### src/rtl/keypad_pkg.sv
// Shared types and constants for the 4x4 hex keypad entry path.
package keypad_pkg;

  localparam int NUM_ROWS = 4;
  localparam int NUM_COLS = 4;

  typedef enum logic [1:0] {
    IDLE,
    DEBOUNCE,
    HOLD
  } state_e;

  // Nibble at [4*idx +: 4] is the hex code of the key at idx = {row, col}.
  localparam logic [63:0] KEYMAP = 64'hDEF0_C987_B654_A321;

  function automatic logic [3:0] key_lookup(input logic [3:0] idx);
    return KEYMAP[{idx, 2'b00} +: 4];
  endfunction

endpackage

### src/rtl/keypad_scan.sv
// Column scanner: drives one column low per SCAN_DIV cycles, synchronizes rows and
// classifies each full 4-column scan as a single key or nothing (scan_done pulses on the last dwell of col 3).
module keypad_scan
  import keypad_pkg::*;
#(
  parameter int SCAN_DIV = 2500
) (
  input  logic       clk_i,
  input  logic       reset_i,
  input  logic [3:0] row_i,
  output logic [3:0] col_o,
  output logic       scan_done_o,
  output logic       scan_hit_o,
  output logic [3:0] scan_key_o
);

  localparam int DW = $clog2(SCAN_DIV);
  localparam logic [DW-1:0] DWELL_LAST = DW'(SCAN_DIV - 1);

  logic [DW-1:0] dwell_q, dwell_d;
  logic [1:0]    col_q, col_d;
  logic [3:0]    row_s1_q, row_s2_q;
  logic [1:0]    hits_q, hits_d;
  logic          ghost_q, ghost_d;
  logic [3:0]    idx_q, idx_d;

  logic          last_dwell;
  logic          first_col;
  logic [3:0]    row_low;
  logic [2:0]    row_cnt;
  logic [1:0]    row_enc;

  always_comb begin
    row_low = ~row_s2_q;
    row_cnt = '0;
    row_enc = '0;
    for (int r = 0; r < NUM_ROWS; r++) begin
      if (row_low[r]) begin
        row_cnt = row_cnt + 3'd1;
        row_enc = 2'(r);
      end
    end

    last_dwell = (dwell_q == DWELL_LAST);
    first_col  = (col_q == 2'd0);
    dwell_d    = last_dwell ? '0 : dwell_q + 1'b1;
    col_d      = last_dwell ? col_q + 2'd1 : col_q;

    // Merge this column into the running scan; column 0 starts a fresh scan.
    hits_d  = first_col ? 2'd0 : hits_q;
    ghost_d = first_col ? 1'b0 : ghost_q;
    idx_d   = first_col ? 4'd0 : idx_q;
    if (row_cnt == 3'd1) begin
      hits_d = (hits_d == 2'd0) ? 2'd1 : 2'd2;
      idx_d  = {row_enc, col_q};
    end
    if (row_cnt > 3'd1) begin
      ghost_d = 1'b1;
    end

    scan_done_o = last_dwell && (col_q == 2'd3);
    scan_hit_o  = (hits_d == 2'd1) && !ghost_d;
    scan_key_o  = key_lookup(idx_d);
  end

  assign col_o = ~(4'b0001 << col_q);

  always_ff @(posedge clk_i) begin
    if (!reset_i) begin
      dwell_q  <= '0;
      col_q    <= '0;
      row_s1_q <= 4'b1111;
      row_s2_q <= 4'b1111;
      hits_q   <= '0;
      ghost_q  <= 1'b0;
      idx_q    <= '0;
    end else begin
      dwell_q  <= dwell_d;
      col_q    <= col_d;
      row_s1_q <= row_i;
      row_s2_q <= row_s1_q;
      if (last_dwell) begin
        hits_q  <= hits_d;
        ghost_q <= ghost_d;
        idx_q   <= idx_d;
      end
    end
  end

endmodule

### src/rtl/keypad_entry.sv
// Keypad entry top: debounce FSM over full scans, shifts accepted hex digits into a 16-bit value.
// key_valid pulses one cycle after the accepting scan; holding a key never repeats.
module keypad_entry
  import keypad_pkg::*;
#(
  parameter int SCAN_DIV       = 2500,
  parameter int DEBOUNCE_SCANS = 4
) (
  input  logic        clk_i,
  input  logic        reset_i,
  input  logic [3:0]  row_i,
  input  logic        clear_i,
  output logic [3:0]  col_o,
  output logic [15:0] value_o,
  output logic [3:0]  key_code_o,
  output logic        key_valid_o,
  output logic [2:0]  digit_count_o
);

  localparam int CW = $clog2(DEBOUNCE_SCANS + 1);
  localparam logic [CW-1:0] CNT_MAX = CW'(DEBOUNCE_SCANS);

  logic       scan_done;
  logic       scan_hit;
  logic [3:0] scan_key;

  keypad_scan #(
    .SCAN_DIV(SCAN_DIV)
  ) u_scan (
    .clk_i      (clk_i),
    .reset_i    (reset_i),
    .row_i      (row_i),
    .col_o      (col_o),
    .scan_done_o(scan_done),
    .scan_hit_o (scan_hit),
    .scan_key_o (scan_key)
  );

  state_e        state_q, state_d;
  logic [3:0]    cand_q, cand_d;
  logic [CW-1:0] cnt_q, cnt_d;
  logic [CW-1:0] rel_q, rel_d;
  logic [15:0]   value_q, value_d;
  logic [2:0]    digit_count_q, digit_count_d;
  logic [3:0]    key_code_q, key_code_d;
  logic          key_valid_q, key_valid_d;
  logic          accept;
  logic [3:0]    accept_code;

  always_comb begin
    state_d     = state_q;
    cand_d      = cand_q;
    cnt_d       = cnt_q;
    rel_d       = rel_q;
    accept      = 1'b0;
    accept_code = cand_q;

    if (scan_done) begin
      case (state_q)
        IDLE: begin
          if (scan_hit) begin
            cand_d = scan_key;
            cnt_d  = CW'(1);
            if (CNT_MAX == CW'(1)) begin
              accept      = 1'b1;
              accept_code = scan_key;
              state_d     = HOLD;
              cnt_d       = '0;
              rel_d       = '0;
            end else begin
              state_d = DEBOUNCE;
            end
          end
        end
        DEBOUNCE: begin
          if (scan_hit && (scan_key == cand_q)) begin
            if (cnt_q + 1'b1 == CNT_MAX) begin
              accept  = 1'b1;
              state_d = HOLD;
              cnt_d   = '0;
              rel_d   = '0;
            end else begin
              cnt_d = cnt_q + 1'b1;
            end
          end else begin
            state_d = IDLE;
            cnt_d   = '0;
          end
        end
        HOLD: begin
          // Any key, even a different one, keeps us waiting for a clean release.
          if (scan_hit) begin
            rel_d = '0;
          end else if (rel_q + 1'b1 == CNT_MAX) begin
            state_d = IDLE;
            rel_d   = '0;
          end else begin
            rel_d = rel_q + 1'b1;
          end
        end
        default: begin
          state_d = IDLE;
          cnt_d   = '0;
          rel_d   = '0;
        end
      endcase
    end

    key_valid_d   = accept;
    key_code_d    = accept ? accept_code : key_code_q;
    value_d       = value_q;
    digit_count_d = digit_count_q;
    if (clear_i) begin
      value_d       = '0;
      digit_count_d = '0;
    end else if (accept) begin
      value_d = {value_q[11:0], accept_code};
      if (digit_count_q != 3'd4) begin
        digit_count_d = digit_count_q + 3'd1;
      end
    end
  end

  always_ff @(posedge clk_i) begin
    if (!reset_i) begin
      state_q       <= IDLE;
      cand_q        <= '0;
      cnt_q         <= '0;
      rel_q         <= '0;
      value_q       <= '0;
      digit_count_q <= '0;
      key_code_q    <= '0;
      key_valid_q   <= 1'b0;
    end else begin
      state_q       <= state_d;
      cand_q        <= cand_d;
      cnt_q         <= cnt_d;
      rel_q         <= rel_d;
      value_q       <= value_d;
      digit_count_q <= digit_count_d;
      key_code_q    <= key_code_d;
      key_valid_q   <= key_valid_d;
    end
  end

  assign value_o       = value_q;
  assign digit_count_o = digit_count_q;
  assign key_code_o    = key_code_q;
  assign key_valid_o   = key_valid_q;

endmodule

### config.mk
export PLATFORM = sky130hd
export DESIGN_NAME = keypad_entry
export DESIGN_NICKNAME = d
export VERILOG_FILES = /design/src/rtl/keypad_pkg.sv /design/src/rtl/keypad_scan.sv /design/src/rtl/keypad_entry.sv
export SDC_FILE = /design/constraint.sdc
export NUM_CORES = 1
export LEC_CHECK = 0
export ABC_CLOCK_PERIOD_IN_PS = 4600
export BUFFER_PORTS_ARGS = -buffer_cell sky130_fd_sc_hd__buf_2
export CORE_MARGIN = 10
export CORE_UTILIZATION = 50
export DETAILED_ROUTE_END_ITERATION = 10
export GPL_ROUTABILITY_DRIVEN = 0
export PLACE_DENSITY = 0.71
export SETUP_SLACK_MARGIN = 0.4
export SYNTH_ARGS = -nofsm -noshare
export SYNTH_HDL_FRONTEND = slang
export SYNTH_SLANG_ARGS = --single-unit
### constraint.sdc
create_clock -name clk_i -period 4.6 [get_ports clk_i]
set_clock_uncertainty 0.2 [all_clocks]
set_input_delay 0.92 -clock clk_i [delete_from_list [all_inputs] [get_ports clk_i]]
set_output_delay 0.92 -clock clk_i [all_outputs]
set_load 0.01 [all_outputs]
**Word level (Yosys, flattened, before mapping)**

Cells that the tools add are included.

- Register bits: 65
- Bits in latches: 0
- Memory bits (writable): 0
- Bits in read-only memories: 0
- Output and inout bits: 28
- Memories kept: 0

- Add/subtract/negate cells: 8
- Multipliers: 0
- Div/mod/pow operators: 0
- Order comparisons: 1
- Eq/ne operators: 16
- Shifts and indexed selects: 2
- Multiplexer cells: 33
- Bitwise operators: 5
- Reduce and logical (&&, ||, !) cells: 14

Operator list:

| kind | count |
|---|---|
| indexed part select 64 x 7 -> 4 bit (first input constant) | 1 |
| 2-to-1 mux 3 bit | 10 |
| 2-to-1 mux 2 bit | 10 |
| one-hot mux 3 bit (3 select lines) | 2 |
| adder 3 x 1 -> 3 bit (second input constant) | 5 |
| adder 12 x 1 -> 12 bit (second input constant) | 1 |
| == test 12 bit (second input constant) | 1 |
| inequality test 2 bit (second input constant) | 5 |
| 2-to-1 mux 1 bit | 8 |
| 2-to-1 mux 4 bit | 2 |
| NOT 4 bit | 2 |
| == test 3 bit (second input constant) | 2 |
| logical NOT 2 bit | 3 |
| inequality test 3 bit (second input constant) | 2 |
| one-hot mux 2 bit (3 select lines) | 1 |
| AND reduction 3 bit | 2 |
| AND reduction 5 bit | 1 |
| == test 2 x 1 -> 1 bit (second input constant) | 2 |
| == test 2 bit (second input constant) | 2 |
| == test 4 bit | 1 |
| AND reduction 4 bit | 1 |
| OR reduction 2 bit | 2 |
| << shifter 1 x 2 -> 4 bit (first input constant) | 1 |
| == test 3 x 1 -> 1 bit (second input constant) | 1 |
| other kinds (7) | 11 |

**Longest topological paths before layout**

Gate-level depths: netlist of the first run.

- Word-level depth: 17
- Depth in mapped cells: 20
- Mapped depth without buffers: 19

**Modules after synthesis**

Synthesis of the first run repeated with hierarchy kept, for this count alone.

- Cells, all modules: 367
- Area total of the unflattened synthesis: 3330.7 µm²

Modules (own cells, without submodules):

| module | instances | cells an instance | area each (µm²) |
|---|---|---|---|
| keypad_entry | 1 | 182 | 1684.1 |
| keypad_scan | 1 | 185 | 1646.6 |

**Worst setup path before layout of the first run**

No wires, ideal clock.

- Path type: reg-to-reg
- Start point: register u_scan.row_s2_q[1]
- End point: register value_q[10], in the netlist value_o[10]
- Data arrival time: 4.203 ns
- Path slack: 0.127 ns
- Cell stages (with the launch flop): 20
- Buffers on the path: 2
- Cells stage by stage: dfxtp_1 -> inv_1 -> ha_1 -> buf_6 -> xnor2_1 -> ha_1 -> nor2b_1 -> a31oi_1 -> nand3_1 -> a31oi_1 -> inv_1 -> ha_1 -> nand2b_1 -> a22oi_1 -> a211oi_1 -> or4b_4 -> a2111oi_4 -> buf_6 -> nand2_1 -> a21oi_2

- Cells in the longest elaborated chain, start to end: 14
- Elaborated cells between the ends (all ways): 23
- Those cells by class: add/sub: 2; order compare: 1; eq/ne: 3; shift: 1; mux: 12; bitwise: 1; reduce/logical: 3

Ends and longest elaborated chain:

| item | RTL line | text |
|---|---|---|
| start, declared | keypad_scan.sv:22 | `logic [3:0] row_s1_q, row_s2_q;` |
| start signal, assigned | keypad_scan.sv:81 | `row_s2_q <= row_s1_q;` |
| NOT 4 bit (*) | keypad_scan.sv:34 | `row_low = ~row_s2_q;` |
| 2-to-1 mux 3 bit (*) | keypad_scan.sv:38 | `if (row_low[r]) begin` |
| adder 3 x 1 -> 3 bit | keypad_scan.sv:39 | `row_cnt = row_cnt + 3'd1;` |
| 2-to-1 mux 3 bit (*) | keypad_scan.sv:38 |  |
| adder 3 x 1 -> 3 bit | keypad_scan.sv:39 |  |
| 2-to-1 mux 3 bit (*) | keypad_scan.sv:38 |  |
| == test 3 x 1 -> 1 bit (*) | keypad_scan.sv:53 | `if (row_cnt == 3'd1) begin` |
| 2-to-1 mux 4 bit (*) | keypad_scan.sv:53 |  |
| named net u_scan.idx_d[0] | keypad_scan.sv:25 | `logic [3:0] idx_q, idx_d;` |
| indexed part select 64 x 7 -> 4 bit (*) | keypad_pkg.sv:17 | `return KEYMAP[{idx, 2'b00} +: 4];` |
| == test 4 bit (*) | keypad_entry.sv:76 | `if (scan_hit && (scan_key == cand_q)) begin` |
| logical AND 1 bit (*) | keypad_entry.sv:76 |  |
| 2-to-1 mux 1 bit (*) | keypad_entry.sv:76 |  |
| 2-to-1 mux 1 bit (*) | keypad_entry.sv:59 | `case (state_q)` |
| 2-to-1 mux 1 bit (*) | keypad_entry.sv:58 | `if (scan_done) begin` |
| end signal, assigned | keypad_entry.sv:139 | `value_q <= value_d;` |
| end, declared | keypad_entry.sv:43 | `logic [15:0] value_q, value_d;` |

Mark *: on every way through the listed nets, which the timed path passes. The rest lies on a longest branch.
A chain may end at the register's enable or synchronous reset.

**Final worst setup path of the first run**

- Start point: register u_scan.row_s2_q[0]
- End point: register digit_count_q[2], in the netlist digit_count_o[2]

- Cells in the longest elaborated chain, start to end: 17
- Elaborated cells between the ends (all ways): 23
- Those cells by class: add/sub: 3; order compare: 1; eq/ne: 3; shift: 1; mux: 10; bitwise: 1; reduce/logical: 4

Ends and longest elaborated chain:

| item | RTL line | text |
|---|---|---|
| NOT 4 bit (*) | keypad_scan.sv:34 |  |
| 2-to-1 mux 1 bit (*) | keypad_scan.sv:38 |  |
| adder 1 x 1 -> 2 bit | keypad_scan.sv:39 |  |
| 2-to-1 mux 3 bit (*) | keypad_scan.sv:38 |  |
| adder 3 x 1 -> 3 bit | keypad_scan.sv:39 |  |
| 2-to-1 mux 3 bit (*) | keypad_scan.sv:38 |  |
| adder 3 x 1 -> 3 bit | keypad_scan.sv:39 |  |
| 2-to-1 mux 3 bit (*) | keypad_scan.sv:38 |  |
| == test 3 x 1 -> 1 bit / > comparator 3 x 1 -> 1 bit (equally long branches) | keypad_scan.sv:53, keypad_scan.sv:57 |  |
| 2-to-1 mux 4 bit (tied with other cells) | keypad_scan.sv:53 |  |
| indexed part select 64 x 7 -> 4 bit (tied with other cells) | keypad_pkg.sv:17 |  |
| == test 4 bit / logical AND 1 bit (equally long branches) | keypad_entry.sv:76, keypad_scan.sv:62 |  |
| logical AND 1 bit (*) | keypad_entry.sv:76 |  |
| 2-to-1 mux 1 bit (*) | keypad_entry.sv:76 |  |
| 2-to-1 mux 1 bit (*) | keypad_entry.sv:59 |  |
| 2-to-1 mux 1 bit (*) | keypad_entry.sv:58 |  |
| AND reduction 2 bit (no source line) (*) | - |  |
| end signal, assigned | keypad_entry.sv:140 | `digit_count_q <= digit_count_d;` |
| end, declared | keypad_entry.sv:44 | `logic [2:0] digit_count_q, digit_count_d;` |

Mark *: on every way between the ends. The rest lies on a longest branch, timed or not.

==> reports/metrics.yaml, run 1 <==
grt:
  antenna_found_initial: 0
  grt_pass1_vias: 3030
  grt_pass1_wl_um: 13900
  grt_max_degree: 39
  grt_overflow_total: 0
  grtUsageTotal_pct: 14.8
die:
  die_x_um: 104
  rows: 30
  coreArea_mm2: 0.00687
  io_pins: 35
  start_util_pct: 51.9
  dieArea_mm2: 0.0109
  die_y_um: 104
synth:
  synth_area_leaders: "dfxtp_1, ha_1, nand2_1, nand2b_1, nor2_1"
  synthAdderAreaFrac_pct: 7.02
  ys_warn_count: 0
  synth_top_area_share_pct: 36.5
  synth_area_mm2: 0.00356
  synth_most_common_cell: "dfxtp_1"
  yosysUniqueCellTypes: 61
  yosysTopAreaCell: "dfxtp_1"
  synth.ff_latch_count: 65
  syn_avg_cell_area_um2: 8.61
  async_reset_ff_share_pct: 0
  synth_common_cells: "dfxtp_1, nand2_1, nor2_1, nand2b_1, ha_1"
  yosys.area_share.simple_pct: 26.4
  synth-edff-count: 0
  synthCells: 414
  synth_compound_area_share_pct: 17.3
  synth_top_family_by_area: "simple AND/OR/NAND/NOR gates"
  syn_nets: 441
  muxShareOfSynthArea_pct: 2.81
  ys.flop_type: "dfxtp_1"
  synth_xor_xnor_area_share_pct: 5.51
  seq_area_frac_synth_pct: 36.5
power:
  power_density_mw_per_mm2: 264
  vdd_drop_max_mv: 0.175
  power_leakage_nw: 1.82
  total_power_w: 0.00121
flow_run:
  maxCapViolations: 0
route:
  drt_first_pass_iters: 5
  routedWlPerCell_um: 14.5
  via_per_inst: 5.34
  antenna_left: 0
  drc: 0
  vias: 3082
  wirelength_um: 8380
  drt_iter0_drc: 161
setup_path:
  cp-start-kind: "register"
  arrival_ns: 4.24
  critPathKind: "register to register"
  cp.required_ns: 4.58
  crit_fanout: 6
  end_kind: "register"
timing:
  worst_pin_slew_ns: 0.958
  hold_violations: 0
  rsz0062_at_grt: "true"
  setup_viol: 0
  relSlewSlack_pct: 36.1
  fmax_ghz: 0.235
  finalCriticalPeriod_ns: 4.26
  fin_setup_tns_ns: 0
  fin_crit_sh_pct: 92.7
  slew_violations: 0
  hold_slack_ns: 0.193
cts:
  cts_buffer_depth: 2
  cts_tree: "built"
  cts-root-buf: "clkbuf_8"
  clock_latency_ns: 0.34
  clock-sinks: 65
  htreeDepth: 3
  numCtsBuffers: 9
  clk_pin_slew_worst_paths_ns: 0.08
layout:
  area_growth_pct: 28.5
  diodes: 0
  nets: 503
  drive_gt1_share_pct: 33.7
  design_area_mm2: 0.00458
  fillerInstances: 582
outcome:
  outcome: "finished, final reports clean"
placement:
  portBuffers: 34
  dpl_cell_area_mm2: 0.00398
  hpwl_um: 5720
worst_hold_path:
  min_path_type: "register to register"
## cells in the final DEF (no fill, tap or decap), types with 3 or more instances in the layout
cell type / count
nor3_1: 4
a21boi_1: 5
buf_2: 34
a31oi_1: 3
nor2_1: 27
inv_1: 13
dfxtp_1: 62
and3_1: 5
nand2_2: 10
a21boi_0: 3
buf_4: 26
ha_1: 15
buf_6: 7
a21oi_2: 12
xor2_1: 8
nor2b_1: 9
or4_1: 3
nand2_1: 53
o211a_1: 3
a21oi_1: 10
inv_2: 5
o21ai_0: 9
ha_4: 4
nor3_2: 3
a31oi_4: 3
a211oi_2: 3
nand4_1: 5
xnor2_1: 6
mux2i_1: 9
nor4_1: 4
clkbuf_8: 10
and2_1: 5
nand2b_1: 21
nand3_1: 10
## stage by stage
step | util, % | worst slack (ns) | instances
2_1_floorplan | - | 0.433 | 414
3_3_place_gp | 58.0 | 0.346 | 534
3_5_place_dp | 58.0 | 0.176 | 534
4_1_cts | 63.2 | 0.308 | 563
5_1_grt | 66.7 | 0.195 | 577
6_report | 66.7 | 0.337 | 577
## final timing paths
check	startpoint	end	slack [ns]	cells after the start
worst max-delay path	u_scan.row_s2_q[0]$_SDFF_PN1_	digit_count_o[2]$_SDFFE_PP0P_	0.34	19
worst min-delay path	u_scan.row_s1_q[0]$_SDFF_PN1_	u_scan.row_s2_q[0]$_SDFF_PN1_	0.19	1
worst max register to register	u_scan.row_s2_q[0]$_SDFF_PN1_	digit_count_o[2]$_SDFFE_PP0P_	0.34	19
worst min register to register	u_scan.row_s1_q[0]$_SDFF_PN1_	u_scan.row_s2_q[0]$_SDFF_PN1_	0.19	1
## report_power, final
| part | switching (W) | leakage (nW) | internal, W |
|---|---|---|---|
| logic | 0.0000855 | 1.20 | 0.0000667 |
| registers | 0.00000549 | 0.525 | 0.000568 |
| clock network | 0.000221 | 0.0953 | 0.000263 |
## state kept, by name, indices dropped and copies added, names as in the netlist
register and count:
accept_code 4, cnt_q 3, digit_count_o 3, key_code_o 4, key_valid_o 1, rel_q 3
state_q 2, u_scan.col_q 2, u_scan.dwell_q 12, u_scan.ghost_q 1, u_scan.hits_q 2, u_scan.idx_q 4
u_scan.row_s1_q 4, u_scan.row_s2_q 4, value_o 16
## area by class of cell
type	instances	area (µm²)	share of cell area, %
clock buffers	11	141	3.09
multi-input cells	315	2440	53.4
repair buffers	67	444	9.70
inverters	18	67.6	1.48
clock inverters	5	55.1	1.20
flip-flops and latches	65	1310	28.5
well taps	96	120	2.62
## what timing repair did
item / in CTS / in global routing
hold buffers: 0 / 0
pin swaps: 13 / 17
cloned: 0 / 1
endpoints found under the setup margin: 27 / 32
setup buffers: 13 / 13
resized for setup: 16 / 30
## layer usage
layer	share of wire (%)	GRT usage, %	routed length, µm
met4	1.4	5.47	121
met5	0	0	0
met1	47	18.1	3930
met2	48	24.1	3990
met3	4.0	4.09	332
## cells by family after synthesis
group           Yosys count
simple gates            184
compound gates           82
flops                    65
buf+inv                  34
fa+ha+maj                20
xor+xnor                 19
mux                      10
## worst max-delay path, stage by stage, from the launching register on
cell and delay [ns]:
dfxtp_2 0.34, inv_2 0.05, ha_4 0.24, xnor2_2 0.14
ha_1 0.28, nor2b_4 0.14, a31oi_4 0.21, nand3_4 0.17
nor2_4 0.17, a31oi_4 0.06, buf_6 0.15, ha_4 0.17
nand2_1 0.06, o21ai_0 0.10, a22oi_2 0.25, mux2i_2 0.14
or3_4 0.38, a2111o_1 0.44, nor4b_2 0.33, a211oi_2 0.06
Power figures use the tool's default switching activity.
==> run 2, diff against run 1 <==
--- a/config.mk
+++ b/config.mk
@@ -5,7 +5,7 @@
 export SDC_FILE = /design/constraint.sdc
 export NUM_CORES = 1
 export LEC_CHECK = 0
-export ABC_CLOCK_PERIOD_IN_PS = 4600
+export ABC_CLOCK_PERIOD_IN_PS = 3900
 export BUFFER_PORTS_ARGS = -buffer_cell sky130_fd_sc_hd__buf_2
 export CORE_MARGIN = 10
 export CORE_UTILIZATION = 50
==> constraint.sdc (replaced) <==
create_clock -name clk_i -period 3.9 [get_ports clk_i]
set_clock_uncertainty 0.2 [all_clocks]
set_input_delay 0.78 -clock clk_i [delete_from_list [all_inputs] [get_ports clk_i]]
set_output_delay 0.78 -clock clk_i [all_outputs]
set_load 0.01 [all_outputs]
==> reports/metrics.yaml, run 2 (same netlist as run 1, synthesis figures left out) <==
layout:
  layout_commonest_cell: "dfxtp_1"
  largest_reg_flops: 16  # unchanged
  diodes: 0  # unchanged
  multiInputGateArea_mm2: 0.00250  # +2.5%
  final_util_pct: 69.9  # +3.2 points
  layout_common_cells: "dfxtp_1, nand2_1, buf_4"
  area_growth_pct: 34.7
  register_area_mm2: 0.00131  # unchanged
  drive_gt1_share_pct: 36.4  # +2.7 points
  nets: 526  # +4.6%
  fillerInstances: 549  # -5.7%
die:
  dieArea_mm2: 0.0109  # unchanged
  io_pins: 35  # unchanged
  start_util_pct: 51.9  # unchanged
  die_y_um: 104  # unchanged
  coreArea_mm2: 0.00687  # unchanged
  die_x_um: 104  # unchanged
  rows: 30  # unchanged
route:
  routedWlPerCell_um: 14.2  # -2.3%
  vias: 3147  # +2.1%
  wirelength_um: 8490  # +1.4%
  drt_iter0_drc: 135  # -16%
  antenna_left: 0  # unchanged
  drt_first_pass_iters: 4  # -1
  via_per_inst: 5.25  # -1.6%
  drc: 0  # unchanged
timing:
  slew_violations: 0  # unchanged
  rsz0062_at_grt: "true"
  worst_pin_slew_ns: 0.901  # -0.0567 ns
  fin_setup_tns_ns: -6.41  # -6.41 ns
  fmax_ghz: 0.238  # +1.5%
  hold_slack_ns: 0.205  # +0.0124 ns
  finalCriticalPeriod_ns: 4.20  # -0.0638 ns
  fin_ws_ns: -0.300  # -0.636 ns
  setup_viol: 30  # +30
  fin_crit_sh_pct: 108  # +15 points
  relSlewSlack_pct: 39.9  # +3.8 points
  hold_violations: 0  # unchanged
cts:
  clock-sinks: 65  # unchanged
  cts-root-buf: "clkbuf_8"
  cts_buffer_depth: 2  # unchanged
  clock_latency_ns: 0.34  # about the same
  htreeDepth: 3  # unchanged
  cts_tree: "built"
  clk_pin_slew_worst_paths_ns: 0.06  # -0.02 ns
  hold_buffers: 0  # unchanged
  numCtsBuffers: 9  # unchanged
power:
  power_density_mw_per_mm2: 289  # +9.4%
  vdd_drop_max_mv: 0.311  # +78%
  power_leakage_nw: 1.93  # +5.8%
outcome:
  outcome: "finished, violations left"
  violations: "setup timing"
setup_path:
  cp-start-kind: "register"
  cp.required_ns: 3.88  # -0.70 ns
  crit_fanout: 5  # -1
  r2r_cells: 18  # -1
  arrival_ns: 4.18  # -0.06 ns
  end_kind: "register"
  critPathKind: "register to register"
worst_hold_path:
  whs_path_depth: 1  # unchanged
  min_path_type: "register to register"
grt:
  grtUsageTotal_pct: 15.3  # +0.46 points
  grt_max_degree: 39  # unchanged
  grt_pass1_vias: 3144  # +3.8%
  antenna_found_initial: 0  # unchanged
  grt_pass1_wl_um: 14200  # +2.3%
  grt_overflow_total: 0  # unchanged
flow_run:
  maxCapViolations: 0  # unchanged
placement:
  portBuffers: 34  # unchanged
  hpwl_um: 6060  # +6.0%
## run 2: cell count changes in the layout (fill, tap and decap cells not counted), sizes merged
cell / previous run / this run
bufinv: 1 / 0
clkbuf: 11 / 12
buf: 67 / 90
clkinvlp: 2 / 1
## run 2: final timing paths
check	slack [ns]	start	to
worst min register to register	0.21	u_scan.row_s1_q[1]$_SDFF_PN1_	u_scan.row_s2_q[1]$_SDFF_PN1_
worst min-delay path	0.21	u_scan.row_s1_q[1]$_SDFF_PN1_	u_scan.row_s2_q[1]$_SDFF_PN1_
worst max register to register	-0.30	u_scan.row_s2_q[0]$_SDFF_PN1_	digit_count_o[0]$_SDFFE_PP0P_
worst max-delay path	-0.30	u_scan.row_s2_q[0]$_SDFF_PN1_	digit_count_o[0]$_SDFFE_PP0P_
## run 2: cell type report
cell class | count | share of cell area, %
clock buffers | 12 | 3.02
clock inverters | 3 | 0.365
inverters | 18 | 1.46
multi-input cells | 315 | 52.2
flip-flops and latches | 65 | 27.2
well taps | 96 | 2.50
repair buffers | 90 | 13.2
## run 2: power breakdown
part / leakage (nW) / total, W / switching [W] / internal, W
sequential: 0.525 / 0.000676 / 0.00000571 / 0.000670
clock: 0.0822 / 0.000485 / 0.000243 / 0.000242
combinational: 1.32 / 0.000226 / 0.000116 / 0.000109
total: 1.93 / 0.00139 / 0.000365 / 0.00102
## run 2: routing by layer
layer / vias up / global-route usage (%) / part of all wire, %
met4: 0 / 5.27 / 1.4
met2: 47 / 25.6 / 49
met3: 10 / 4.28 / 4.4
li1: 1609 / - / -
met1: 1481 / 18.1 / 45
met5: - / 0 / 0
## run 2: worst max-delay path, stage by stage, from the launching register on
cell	delay [ns]
dfxtp_4	0.37
inv_4	0.05
ha_4	0.25
xnor2_4	0.20
ha_4	0.23
nor2b_4	0.13
a31oi_4	0.19
nand3_4	0.17
a31oi_4	0.27
inv_2	0.08
ha_4	0.18
nand2b_4	0.06
a22oi_2	0.06
a211oi_2	0.24
or4b_4	0.53
a2111o_1	0.45
buf_4	0.17
o21ai_1	0.12
a21oi_1	0.08
## run 2: per-stage QoR
stage	power, W	instance area, µm²	setup slack (ns)	std cells
2_1_floorplan	0.000817	3810	-0.238	414
3_3_place_gp	0.000879	4280	-0.334	564
3_5_place_dp	0.000882	4280	-0.374	564
4_1_cts	0.00139	4590	-0.296	587
5_1_grt	0.00144	4800	-0.472	599
6_report	0.00139	4800	-0.300	599
## run 2: timing repair
item                                    4_1_cts  5_1_grt
pin swaps                                    10       20
gates resized for setup                      20       27
setup buffers                                 8       12
endpoints found under the setup margin       32       32
